<file path="config.mk">
export PLATFORM = sky130hd
export DESIGN_NAME = flo_scan_flat
export DESIGN_NICKNAME = d
export VERILOG_FILES = /design/src/rtl/flo_scan_if.sv /design/src/rtl/flo_scan.sv /design/src/flat_wrapper.sv
export SDC_FILE = /design/constraint.sdc
export NUM_CORES = 1
export LEC_CHECK = 0
export ABC_CLOCK_PERIOD_IN_PS = 4200
export BUFFER_PORTS_ARGS = -buffer_cell sky130_fd_sc_hd__buf_2
export CAP_MARGIN = 10
export CORE_MARGIN = 8
export CORE_UTILIZATION = 28
export CTS_CLUSTER_SIZE = 16
export DETAILED_ROUTE_END_ITERATION = 16
export PLACE_DENSITY = 0.56
export SLEW_MARGIN = 30
export SYNTH_ARGS = -nofsm -noshare
export SYNTH_HDL_FRONTEND = slang
export SYNTH_SLANG_ARGS = --single-unit
export TNS_END_PERCENT = 100
</file>
<file path="constraint.sdc">
create_clock -name clk -period 4.2 [get_ports clk]
set_input_delay 0.42 -clock clk [delete_from_list [all_inputs] [get_ports clk]]
set_output_delay 0.42 -clock clk [all_outputs]
set_load 0.01 [all_outputs]
</file>
<file path="src/rtl/flo_scan_if.sv">
// flo_scan_if: load and result handshake bundle for flo_scan.
//   master: drives ld_valid/ld_vec (and ld_msb when enabled) and o_ready;
//           observes ld_ready and the o_* result beat.
//   slave : the scanner side, the mirror of master.
// Optional: FLO_SCAN_MSB_EN adds ld_msb (scan direction select).
interface flo_scan_if #(
    parameter int unsigned WIDTH = 64
);
    localparam int unsigned IDXW = $clog2(WIDTH + 1);

    logic             ld_valid;
    logic             ld_ready;
    logic [WIDTH-1:0] ld_vec;
`ifdef FLO_SCAN_MSB_EN
    logic             ld_msb;
`endif
    logic             o_valid;
    logic             o_ready;
    logic [IDXW-1:0]  o_idx;
    logic             o_none;
    logic             o_last;

    modport master (
`ifdef FLO_SCAN_MSB_EN
        output ld_msb,
`endif
        output ld_valid, ld_vec, o_ready,
        input  ld_ready, o_valid, o_idx, o_none, o_last
    );

    modport slave (
`ifdef FLO_SCAN_MSB_EN
        input  ld_msb,
`endif
        input  ld_valid, ld_vec, o_ready,
        output ld_ready, o_valid, o_idx, o_none, o_last
    );
endinterface

</file>
<file path="src/rtl/flo_scan.sv">
// flo_scan: sequential set-bit walker. Loads a WIDTH-bit vector, then emits
// the index of every set bit, lowest first, one per output handshake.
// Ports:
//   clk, rst_n : clock, asynchronous active-low reset
//   abort      : synchronous flush of the current scan (highest priority)
//   cnt        : beats accepted since the last load
//   busy       : scan in progress
//   bus        : flo_scan_if.slave (ld_* load port, o_* result port)
// Optional: define FLO_SCAN_MSB_EN to add ld_msb (1 = highest-first scan).
module flo_scan #(
    parameter  int unsigned WIDTH = 64,
    localparam int unsigned IDXW  = $clog2(WIDTH + 1)
) (
    input  logic            clk,
    input  logic            rst_n,
    input  logic            abort,
    output logic [IDXW-1:0] cnt,
    output logic            busy,
    flo_scan_if.slave       bus
);

    typedef enum logic {IDLE = 1'b0, SCAN = 1'b1} state_t;

    state_t           state, state_nxt;
    logic [WIDTH-1:0] mask;
    logic [WIDTH-1:0] mask_clr;
    logic             none_q;
    logic [IDXW-1:0]  pick;
    logic             last_c;
    logic             beat_fire;
    logic             ld_fire;
`ifdef FLO_SCAN_MSB_EN
    logic             msb_q;
`endif

    // Select the bit to report and the mask with that bit removed
    always_comb begin
        pick = '1;
`ifdef FLO_SCAN_MSB_EN
        if (msb_q) begin
            for (int i = 0; i < WIDTH; i++) begin
                if (mask[i]) pick = IDXW'(i);
            end
        end else begin
            for (int i = WIDTH - 1; i >= 0; i--) begin
                if (mask[i]) pick = IDXW'(i);
            end
        end
`else
        for (int i = WIDTH - 1; i >= 0; i--) begin
            if (mask[i]) pick = IDXW'(i);
        end
`endif
        mask_clr = mask;
        for (int i = 0; i < WIDTH; i++) begin
            if (IDXW'(i) == pick) mask_clr[i] = 1'b0;
        end
        // At most one bit left means this is the final beat, whatever the direction
        last_c = none_q | ((mask & (mask - WIDTH'(1))) == '0);
    end

    // A beat presented while abort is high is dropped
    assign beat_fire = (state == SCAN) & bus.o_ready & ~abort;
    assign ld_fire   = bus.ld_valid & bus.ld_ready;

    // State register
    always_ff @(posedge clk or negedge rst_n) begin
        if (!rst_n) state <= IDLE;
        else        state <= state_nxt;
    end

    // Next-state logic
    always_comb begin
        state_nxt = state;
        unique case (state)
            IDLE: if (!abort && ld_fire) state_nxt = SCAN;
            SCAN: begin
                if (abort)                   state_nxt = IDLE;
                else if (beat_fire && last_c) state_nxt = ld_fire ? SCAN : IDLE;
            end
            default: state_nxt = IDLE;
        endcase
    end

    // Output logic; ld_ready in SCAN follows o_ready for back-to-back loads
    always_comb begin
        bus.o_valid  = 1'b0;
        bus.o_idx    = '1;
        bus.o_none   = 1'b0;
        bus.o_last   = 1'b0;
        bus.ld_ready = 1'b0;
        busy         = 1'b0;
        unique case (state)
            IDLE: bus.ld_ready = ~abort;
            SCAN: begin
                bus.o_valid  = 1'b1;
                bus.o_idx    = pick;
                bus.o_none   = none_q;
                bus.o_last   = last_c;
                bus.ld_ready = bus.o_ready & last_c & ~abort;
                busy         = 1'b1;
            end
            default: ;
        endcase
    end

    // Scan datapath: abort beats load beats consume
    always_ff @(posedge clk or negedge rst_n) begin
        if (!rst_n) begin
            mask   <= '0;
            cnt    <= '0;
            none_q <= 1'b0;
`ifdef FLO_SCAN_MSB_EN
            msb_q  <= 1'b0;
`endif
        end else if (abort) begin
            mask <= '0;
        end else if (ld_fire) begin
            mask   <= bus.ld_vec;
            cnt    <= '0;
            none_q <= (bus.ld_vec == '0);
`ifdef FLO_SCAN_MSB_EN
            msb_q  <= bus.ld_msb;
`endif
        end else if (beat_fire) begin
            mask <= mask_clr;
            cnt  <= cnt + IDXW'(1);
        end
    end

endmodule

</file>
<file path="src/flat_wrapper.sv">
// flat-port wrapper written by rule: the top's interface ports become plain ports
module flo_scan_flat 
#(
    parameter  int unsigned WIDTH = 64,
    localparam int unsigned IDXW  = $clog2(WIDTH + 1)
)
  (clk, rst_n, abort, cnt, busy, bus_ld_valid, bus_ld_vec, bus_o_ready, bus_ld_ready, bus_o_valid, bus_o_idx, bus_o_none, bus_o_last);
  flo_scan_if #(.WIDTH(WIDTH)) bus_i ();
  input  logic clk;
  input  logic rst_n;
  input  logic abort;
  output logic [IDXW-1:0] cnt;
  output logic busy;
  input wire logic [$bits(bus_i.ld_valid)-1:0] bus_ld_valid;
  input wire logic [$bits(bus_i.ld_vec)-1:0] bus_ld_vec;
  input wire logic [$bits(bus_i.o_ready)-1:0] bus_o_ready;
  output wire logic [$bits(bus_i.ld_ready)-1:0] bus_ld_ready;
  output wire logic [$bits(bus_i.o_valid)-1:0] bus_o_valid;
  output wire logic [$bits(bus_i.o_idx)-1:0] bus_o_idx;
  output wire logic [$bits(bus_i.o_none)-1:0] bus_o_none;
  output wire logic [$bits(bus_i.o_last)-1:0] bus_o_last;
  assign bus_i.ld_valid = bus_ld_valid;
  assign bus_i.ld_vec = bus_ld_vec;
  assign bus_i.o_ready = bus_o_ready;
  assign bus_ld_ready = bus_i.ld_ready;
  assign bus_o_valid = bus_i.o_valid;
  assign bus_o_idx = bus_i.o_idx;
  assign bus_o_none = bus_i.o_none;
  assign bus_o_last = bus_i.o_last;
  flo_scan #(.WIDTH(WIDTH)) u_core (.clk(clk), .rst_n(rst_n), .abort(abort), .cnt(cnt), .busy(busy), .bus(bus_i));
endmodule
</file>
# Yosys cells after proc, flatten, opt, wreduce, memory -nomap -nowiden
# Index checks and enable logic that the tools add are counted.
[word_totals]
register_bits = 73
in_bits = 69
out_inout_bits = 19
wordCells = 422
[classes]
addsub = 2
n_eq_ne = 63
mux = 143
n_bitwise = 9
n_reduce_logical = 138
[ops]
columns = ["operator", "n"]
rows = [
  ["2-to-1 mux 7 bit", 67],
  ["equality test 6 x 7 -> 1 bit (first input constant)", 32],
  ["nonzero test 3 bit", 65],
  ["2-to-1 mux 64 bit", 3],
  ["AND reduction 2 bit", 66],
  ["zero test 64 bit", 2],
  ["equality test 5 x 7 -> 1 bit (first input constant)", 16],
  ["2-to-1 mux 1 bit", 71],
  ["AND 64 bit", 1],
  ["subtractor 64 x 1 -> 64 bit (second input constant)", 1],
  ["equality test 4 x 7 -> 1 bit (first input constant)", 8],
  ["equality test 3 x 7 -> 1 bit (first input constant)", 4],
  ["equality test 2 x 7 -> 1 bit (first input constant)", 2],
  ["adder 7 x 1 -> 7 bit (second input constant)", 1],
  ["equality test 1 x 7 -> 1 bit (first input constant)", 1],
  ["zero test 7 bit", 1],
  ["AND 1 bit", 5],
  ["case mux 1 bit (2 select lines)", 2],
  ["logical AND 1 bit", 2],
  ["NOT 1 bit", 2],
  ["nonzero test 2 bit", 1],
  ["zero test 1 bit", 1],
  ["OR 1 bit", 1],
]

# Logic depth before layout (Yosys ltp)
# Gate-level depths: netlist (run 1).
[logic_depth]
word_depth = 69
mapped_depth = 13
mapped_depth_nobuf = 9

# Least setup slack after synthesis (run 1)
# No wires, ideal clock.
[synth_timing]
path_kind = "reg2out"
startpoint = "reg u_core.mask[2]"
endpoint = "out bus_ld_ready"
arrival_time_ps = 3373
required_ps = 3780
path_slack_ps = 407
path_stages_with_launch = 12
path_buffers = 3
path_cell_list = "dfrtp_1 buf_6 or4_4 nor4_4 nand4_2 a2111oi_2 o211ai_1 or4_4 o21a_1 buf_2 buf_2 nor2_1"
[synth_between]
elab_chain_len = 7
[synth_rtl]
columns = ["element", "line_no", "text"]
rows = [
  ["from (decl)", "flo_scan.sv:25", "logic [WIDTH-1:0] mask;"],
  ["from (signal assigned)", "flo_scan.sv:119", "mask <= bus.ld_vec;"],
  ["from (signal assigned)", "flo_scan.sv:126", "mask <= mask_clr;"],
  ["subtractor 64 x 1 -> 64 bit", "flo_scan.sv:59", "last_c = none_q | ((mask & (mask - WIDTH'(1))) == '0);"],
  ["AND 64 bit (*)", "flo_scan.sv:59", ""],
  ["zero test 64 bit (*)", "flo_scan.sv:59", ""],
  ["OR 1 bit (*)", "flo_scan.sv:59", ""],
  ["AND 1 bit (*) (2 in a row)", "flo_scan.sv:100", "bus.ld_ready = bus.o_ready & last_c & ~abort;"],
  ["case mux 1 bit (2 select lines) (*)", "flo_scan.sv:93", "unique case (state)"],
  ["to (decl)", "flat_wrapper.sv:17", "output wire logic [$bits(bus_i.ld_ready)-1:0] bus_ld_ready;"],
]
# Mark *: on every way between the ends. The rest lies on a longest branch, timed or not.

# Worst setup path after layout (run 1)
[layout_timing]
startpoint = "reg u_core.mask[14]"
endpoint = "out bus_ld_ready"
# The elaborated chain is that of the path after synthesis.

==> impl_metrics.toml, run 1 <==
[floorplanning]
core_area_sq_um = 20100
die_h_microns = 158.8
row_count = 52
ios = 88
die_x_microns = 158.8
die_area_sq_um = 25230
start_util = 0.2841

[synth]
synth_edf_count = 0
yosys_most_used_dff = "dfrtp_1"
yosysSeqAreaShare = 0.3198
synth_area_per_cell_sq_um = 8.338
yosysMostFrequentCell = "nand3_1"
synth_top_area_frac = 0.3198
synth.largest_area_cell = "dfrtp_1"
syn-num-nets = 755
ys_top_cells_by_count = "nand3_1, dfrtp_1, o211ai_1, nor2_1, a22oi_1"
ys_warn_count = 0
postSynth.asyncResetShare = 1.000
ys_top_cells_by_area = "dfrtp_1, o211ai_1, nand3_1, a22oi_1, nor4_1"
ys_ff_latch = 73
syn_area_sq_um = 5712
postSynthCellCount = 685
ys_types = 71

[worst_setup_path]
path_buf_inv = 3
crit_fanout = 5
ff2ff_path_depth = 13
slowest_stage = "or4_4"
worstPathArrival_ns = 3.75
crit_family = "simple AND/OR/NAND/NOR gates"
worstSetupPathDepth = 11
path_cells = "or4_4 -> nor4_4 -> buf_6 -> nand3_2 -> o41ai_2 -> buf_4 -> o2111ai_1 -> or4_4 -> o21a_4 -> nor2_2 -> buf_2"
start_kind = "flop"
max_stage_delay_ns = 0.60
cp_common_cell = "or4_4"
cp.required_ns = 3.78
criticalPathCategory = "flop to output pin"
crit_path_end_kind = "output pin"

[drt]
viasPerCell = 5.978
drtAntennaViolNets = 0
drc = 0
vias = 6570
drt-pass1-iter-count = 5
wire_per_inst_microns = 23.38
wl_mm = 25.69
drtIter0Drc = 769

[clocking]
cts_max_level = 3
numCtsBuffers = 9
clockBufferDepth = 2
clkSinkCount = 73
cts-root-buf = "clkbuf_16"
cts_tree = "yes"
clk_pin_slew_ns = 0.06
insertion_delay_ns = 0.36
ctsHoldBuffers = 0

[global_route]
track_usage = 0.1983
grt_pass1_wl_mm = 39.08
use_met1 = 0.2727
antenna_found_initial = 0
grt_max_degree = 52
grt_use_met3 = 0.04421
overflow = 0
grt_util_met2 = 0.2976
grt_pass1_vias = 6274
top_usage_layer = "met2"

[timing]
tightest_slew_ns = 0.9243
fmaxAchievable_ghz = 0.2397
setup_viol = 0
min_period_over_period = 0.9932
finClkSkew_ns = 0.01005
drv_slew = 0
final.min_clock_period_ns = 4.172
report.final.hold_viol_count = 0
relSlewSlack = 0.3781
fin_ws_ns = 0.02840

[final_layout]
finalNonFillerCells = 1099
final_nets = 894
antenna_cells = 0
area_delta_synth_final_pct = 29.29
drive_above_1_share = 0.2943

[pwr]
ir_drop_v = 0.0002147
power_mw = 2.579
powerDensity_nw_per_um2 = 349.3
p_leak_nw = 3.090

[hold_path]
hold_class = "input port to asynchronous set/reset pin"

[place]
post-place-ws_ns = 0.2355
io_buffers = 87
dp_cells = 1059
hpwl_mm = 19.68
place_congestion = 0.9796

[flow_run]
cap_violations = 0

[outcome]
status = "complete, no violations"
-- where the power goes --
part / internal (mW) / leakage, nW / switching (mW) / total (mW)
clock network: 0.475 / 0.144 / 0.317 / 0.792
logic: 0.370 / 1.97 / 0.592 / 0.962
registers: 0.748 / 0.973 / 0.0771 / 0.825
-- worst register-to-register path, delay by kind of cell (launching register included) --
family / cells / cell delay [ns]
AO/OA/AOI/OAI: 3 / 0.80
buffers and inverters: 4 / 0.63
flip-flops: 1 / 0.43
multiplexers: 1 / 0.33
AND/OR/NAND/NOR: 5 / 1.74
-- final timing paths --
check | from | to | slack, ns
worst max register to register | u_core.mask[14] | u_core.mask[55] | 0.16
worst min register to register | u_core.cnt[6] | u_core.cnt[6] | 0.53
max in group asynchronous | rst_n | u_core.mask[31] | 3.59
worst min-delay path | rst_n | u_core.mask[59] | 0.02
worst max-delay path | u_core.mask[14] | bus_ld_ready | 0.03
min in group clk | bus_ld_vec[51] | u_core.mask[51] | 0.32
-- layout make-up --
class	count	area, sq um
Multi-Input combinational cell	536	3642
Sequential cell	73	1836
Timing Repair Buffer	181	1192
Fill cell	2084	12720
Inverter	23	86.33
Clock buffer	13	250.2
Clock inverter	3	40.04
Tap cell	270	337.8
-- layer usage --
metal / up-vias / wire length, microns
met2: 283 / 11500
li1: 3035 / -
met3: 36 / 1899
met4: 0 / 630
met5: - / 0
met1: 3216 / 11660
-- stage by stage --
step                cell area, sq um    util  hold slack [ns]   TNS [ns]
CTS                             7129  0.3546          0.03299          0
floorplan                       5712       -           0.1244          0
global route                    7385  0.3673          0.05804  -0.005195
detailed placement              6807  0.3386           0.4059          0
finish                          7385  0.3673          0.01847          0
global placement                6779  0.3372           0.5176          0
-- sequential cells by signal, indices dropped and copies added, names as in the netlist --
register / count
u_core.none_q: 1
u_core.cnt: 7
u_core.state: 1
u_core.mask: 64
-- cell usage in the layout (no fill, tap or decap), types with 4 or more instances in the layout --
cell type  count
a22oi_1       41
nand4_1       17
nand2b_1       5
inv_1         21
a32oi_1        6
buf_2         86
a21oi_1       26
o21a_1         5
nor4_4         6
a2bb2oi_1      4
nor2_1        40
or4_1         10
nor4_1        34
o31a_1         4
a211oi_1       6
o21ai_0       33
o311ai_0       5
o211ai_1      56
nor3_1        23
nand2_1       27
o21ai_1        9
clkbuf_16      9
o31ai_1        5
nand3_1       74
dfrtp_2        7
buf_4         91
dfrtp_1       66
or4_4          6
o41ai_1        9
-- cells by family (layout without fill, tap and decap cells) --
group / after synthesis / after routing / share of synthesized area
AO/OA/AOI/OAI: 259 / 259 / 0.3306
XOR/XNOR: 6 / 6 / 0.009202
adder cells (fa/ha/maj): 1 / 1 / 0.002190
buffers and inverters: 76 / 220 / 0.06309
flip-flops: 73 / 73 / 0.3198
multiplexers: 3 / 3 / 0.005914
AND/OR/NAND/NOR: 267 / 267 / 0.2692
-- what timing repair did --
item / in CTS / in global routing
pin swaps: 1 / 8
buffers inserted: 1 / 23
endpoints found under the setup margin: 2 / 2
resized for setup: 4 / 21
Note: power is estimated with default switching activity, not from simulation.
==> run 2, diff against run 1 <==
- CELL_PAD_IN_SITES_DETAIL_PLACEMENT: not set -> 0
- CELL_PAD_IN_SITES_GLOBAL_PLACEMENT: not set -> 1
- PLACE_DENSITY: 0.56 -> 0.68
==> run 2 against run 1 <==
Against the previous run: sequential cell count unchanged; non-clock buffer count down 29; clock skew is 0.0026 ns lower; total power fell by 3.5%; sequential power up 1%; clock power down 7.6%; via count is 0.35% higher; routed wire length grew 0.68%; die area is the same; first-iteration DRC count grew 17%; fmax increased by 1.3%; largest cell class unchanged.
==> impl_metrics.toml, run 2 (synthesis results as in run 1) <==
[pwr]
power_mw = 2.489
ir_drop_v = 0.0001992
p_leak_nw = 2.928
powerDensity_nw_per_um2 = 349.4

[clocking]
clkSinkCount = 73
clockBufferDepth = 2
ctsHoldBuffers = 0
cts_max_level = 3
cts-root-buf = "clkbuf_16"
numCtsBuffers = 9
insertion_delay_ns = 0.35
clk_pin_slew_ns = 0.06
cts_tree = "yes"

[final_layout]
antenna_cells = 0
most-common-layout-cells = "buf_2, nand3_1, dfrtp_1"
fin_area_sq_um = 7123
largest_reg_flops = 64
regMostFlops = "u_core.mask"
finalNonFillerCells = 1068
mostFrequentLayoutCell = "buf_2"
drive_above_1_share = 0.2619
final_nets = 865
reg.largest.list = "u_core.mask (64), u_core.cnt (7)"
fin_util = 0.3543
area_delta_synth_final_pct = 24.71

[worst_setup_path]
crit_fanout = 10
max_stage_delay_ns = 0.59
cp.required_ns = 3.78
crit_path_end_kind = "output pin"
worstPathArrival_ns = 3.70
criticalPathCategory = "flop to output pin"
path_cells = "nor4_4 -> nand4_4 -> buf_4 -> or4_4 -> a2111oi_2 -> o31a_1 -> nand4_1 -> o21a_4 -> nor2_1 -> buf_2"
slowest_stage = "or4_4"
start_kind = "flop"

[global_route]
overflow = 0
grt_pass1_vias = 6268
antenna_found_initial = 0
grt_max_degree = 45
grt_pass1_wl_mm = 39.21
track_usage = 0.1979

[timing]
drv_slew = 0
setup_viol = 0
fmaxAchievable_ghz = 0.2428
final.min_clock_period_ns = 4.119
tns_ns = 0
min_period_over_period = 0.9806
tightest_slew_ns = 0.9682
report.final.hold_viol_count = 0
finClkSkew_ns = 0.007471
relSlewSlack = 0.3546

[floorplanning]
core_area_sq_um = 20100
die_x_microns = 158.8
row_count = 52
ios = 88
start_util = 0.2841
die_h_microns = 158.8
die_area_sq_um = 25230

[drt]
wl_mm = 25.87
drc = 0
drt-pass1-iter-count = 5
drtIter0Drc = 901
vias = 6593
viasPerCell = 6.173
drtAntennaViolNets = 0
wire_per_inst_microns = 24.22

[place]
place_congestion = 0.9886
io_buffers = 87
postPlaceCellArea_sq_um = 6731
dp_cells = 1050
hpwl_mm = 19.57

[hold_path]
hold_class = "input port to asynchronous set/reset pin"

[flow_run]
cap_violations = 0

[outcome]
status = "complete, no violations"
run 2: timing repair:
action                     4_1_cts  5_1_grt
setup endpoints to repair        0        2
resized for setup                0       18
setup buffers                    0        4
run 2: critical path: cells and delay by family, from the launching register on:
family	cells	cell delay, ns
AO/OA/AOI/OAI	3	0.95
buffers and inverters	2	0.40
flip-flops	1	0.47
AND/OR/NAND/NOR	5	1.52
run 2: area by class of cell:
| type | instances | area (sq um) |
|---|---|---|
| fillers | 2077 | 12980 |
| well taps | 270 | 337.8 |
| inverters | 23 | 86.33 |
| flip-flops and latches | 73 | 1833 |
| clock inverters | 3 | 17.52 |
| multi-input cells | 536 | 3628 |
| clock buffers | 11 | 252.7 |
| repair buffers | 152 | 967.2 |
run 2: per-stage QoR:
step	setup WS [ns]	hold slack, ns
after floorplan	0.4068	0.1244
after global placement	0.2654	0.5190
after detailed placement	0.2518	0.4258
after CTS	0.0002847	0.04410
after global routing	-0.07811	0.07247
final	0.08134	0.03172
run 2: power breakdown:
group	switching, mW	internal, mW
Combinational	0.582	0.339
Clock	0.309	0.423
Sequential	0.0871	0.748
run 2: routing by layer:
metal	vias up	share of wire	global-route usage
met4	0	0.028	0.07229
met1	3218	0.46	0.2824
met2	337	0.43	0.2844
met5	-	0	0
met3	53	0.081	0.04421
li1	2985	-	-
run 2: worst paths after layout:
path	startpoint	endpoint	slack (ns)	cells after the start
min in group clk	bus_ld_vec[54]	u_core.mask[54]	0.32	3
max in group asynchronous	rst_n	u_core.mask[6]	3.56	2
worst min register to register	u_core.cnt[6]	u_core.cnt[6]	0.54	2
worst max-delay path	u_core.mask[9]	bus_ld_ready	0.08	10
worst min-delay path	rst_n	u_core.cnt[6]	0.03	1
worst max register to register	u_core.mask[9]	u_core.mask[63]	0.34	10
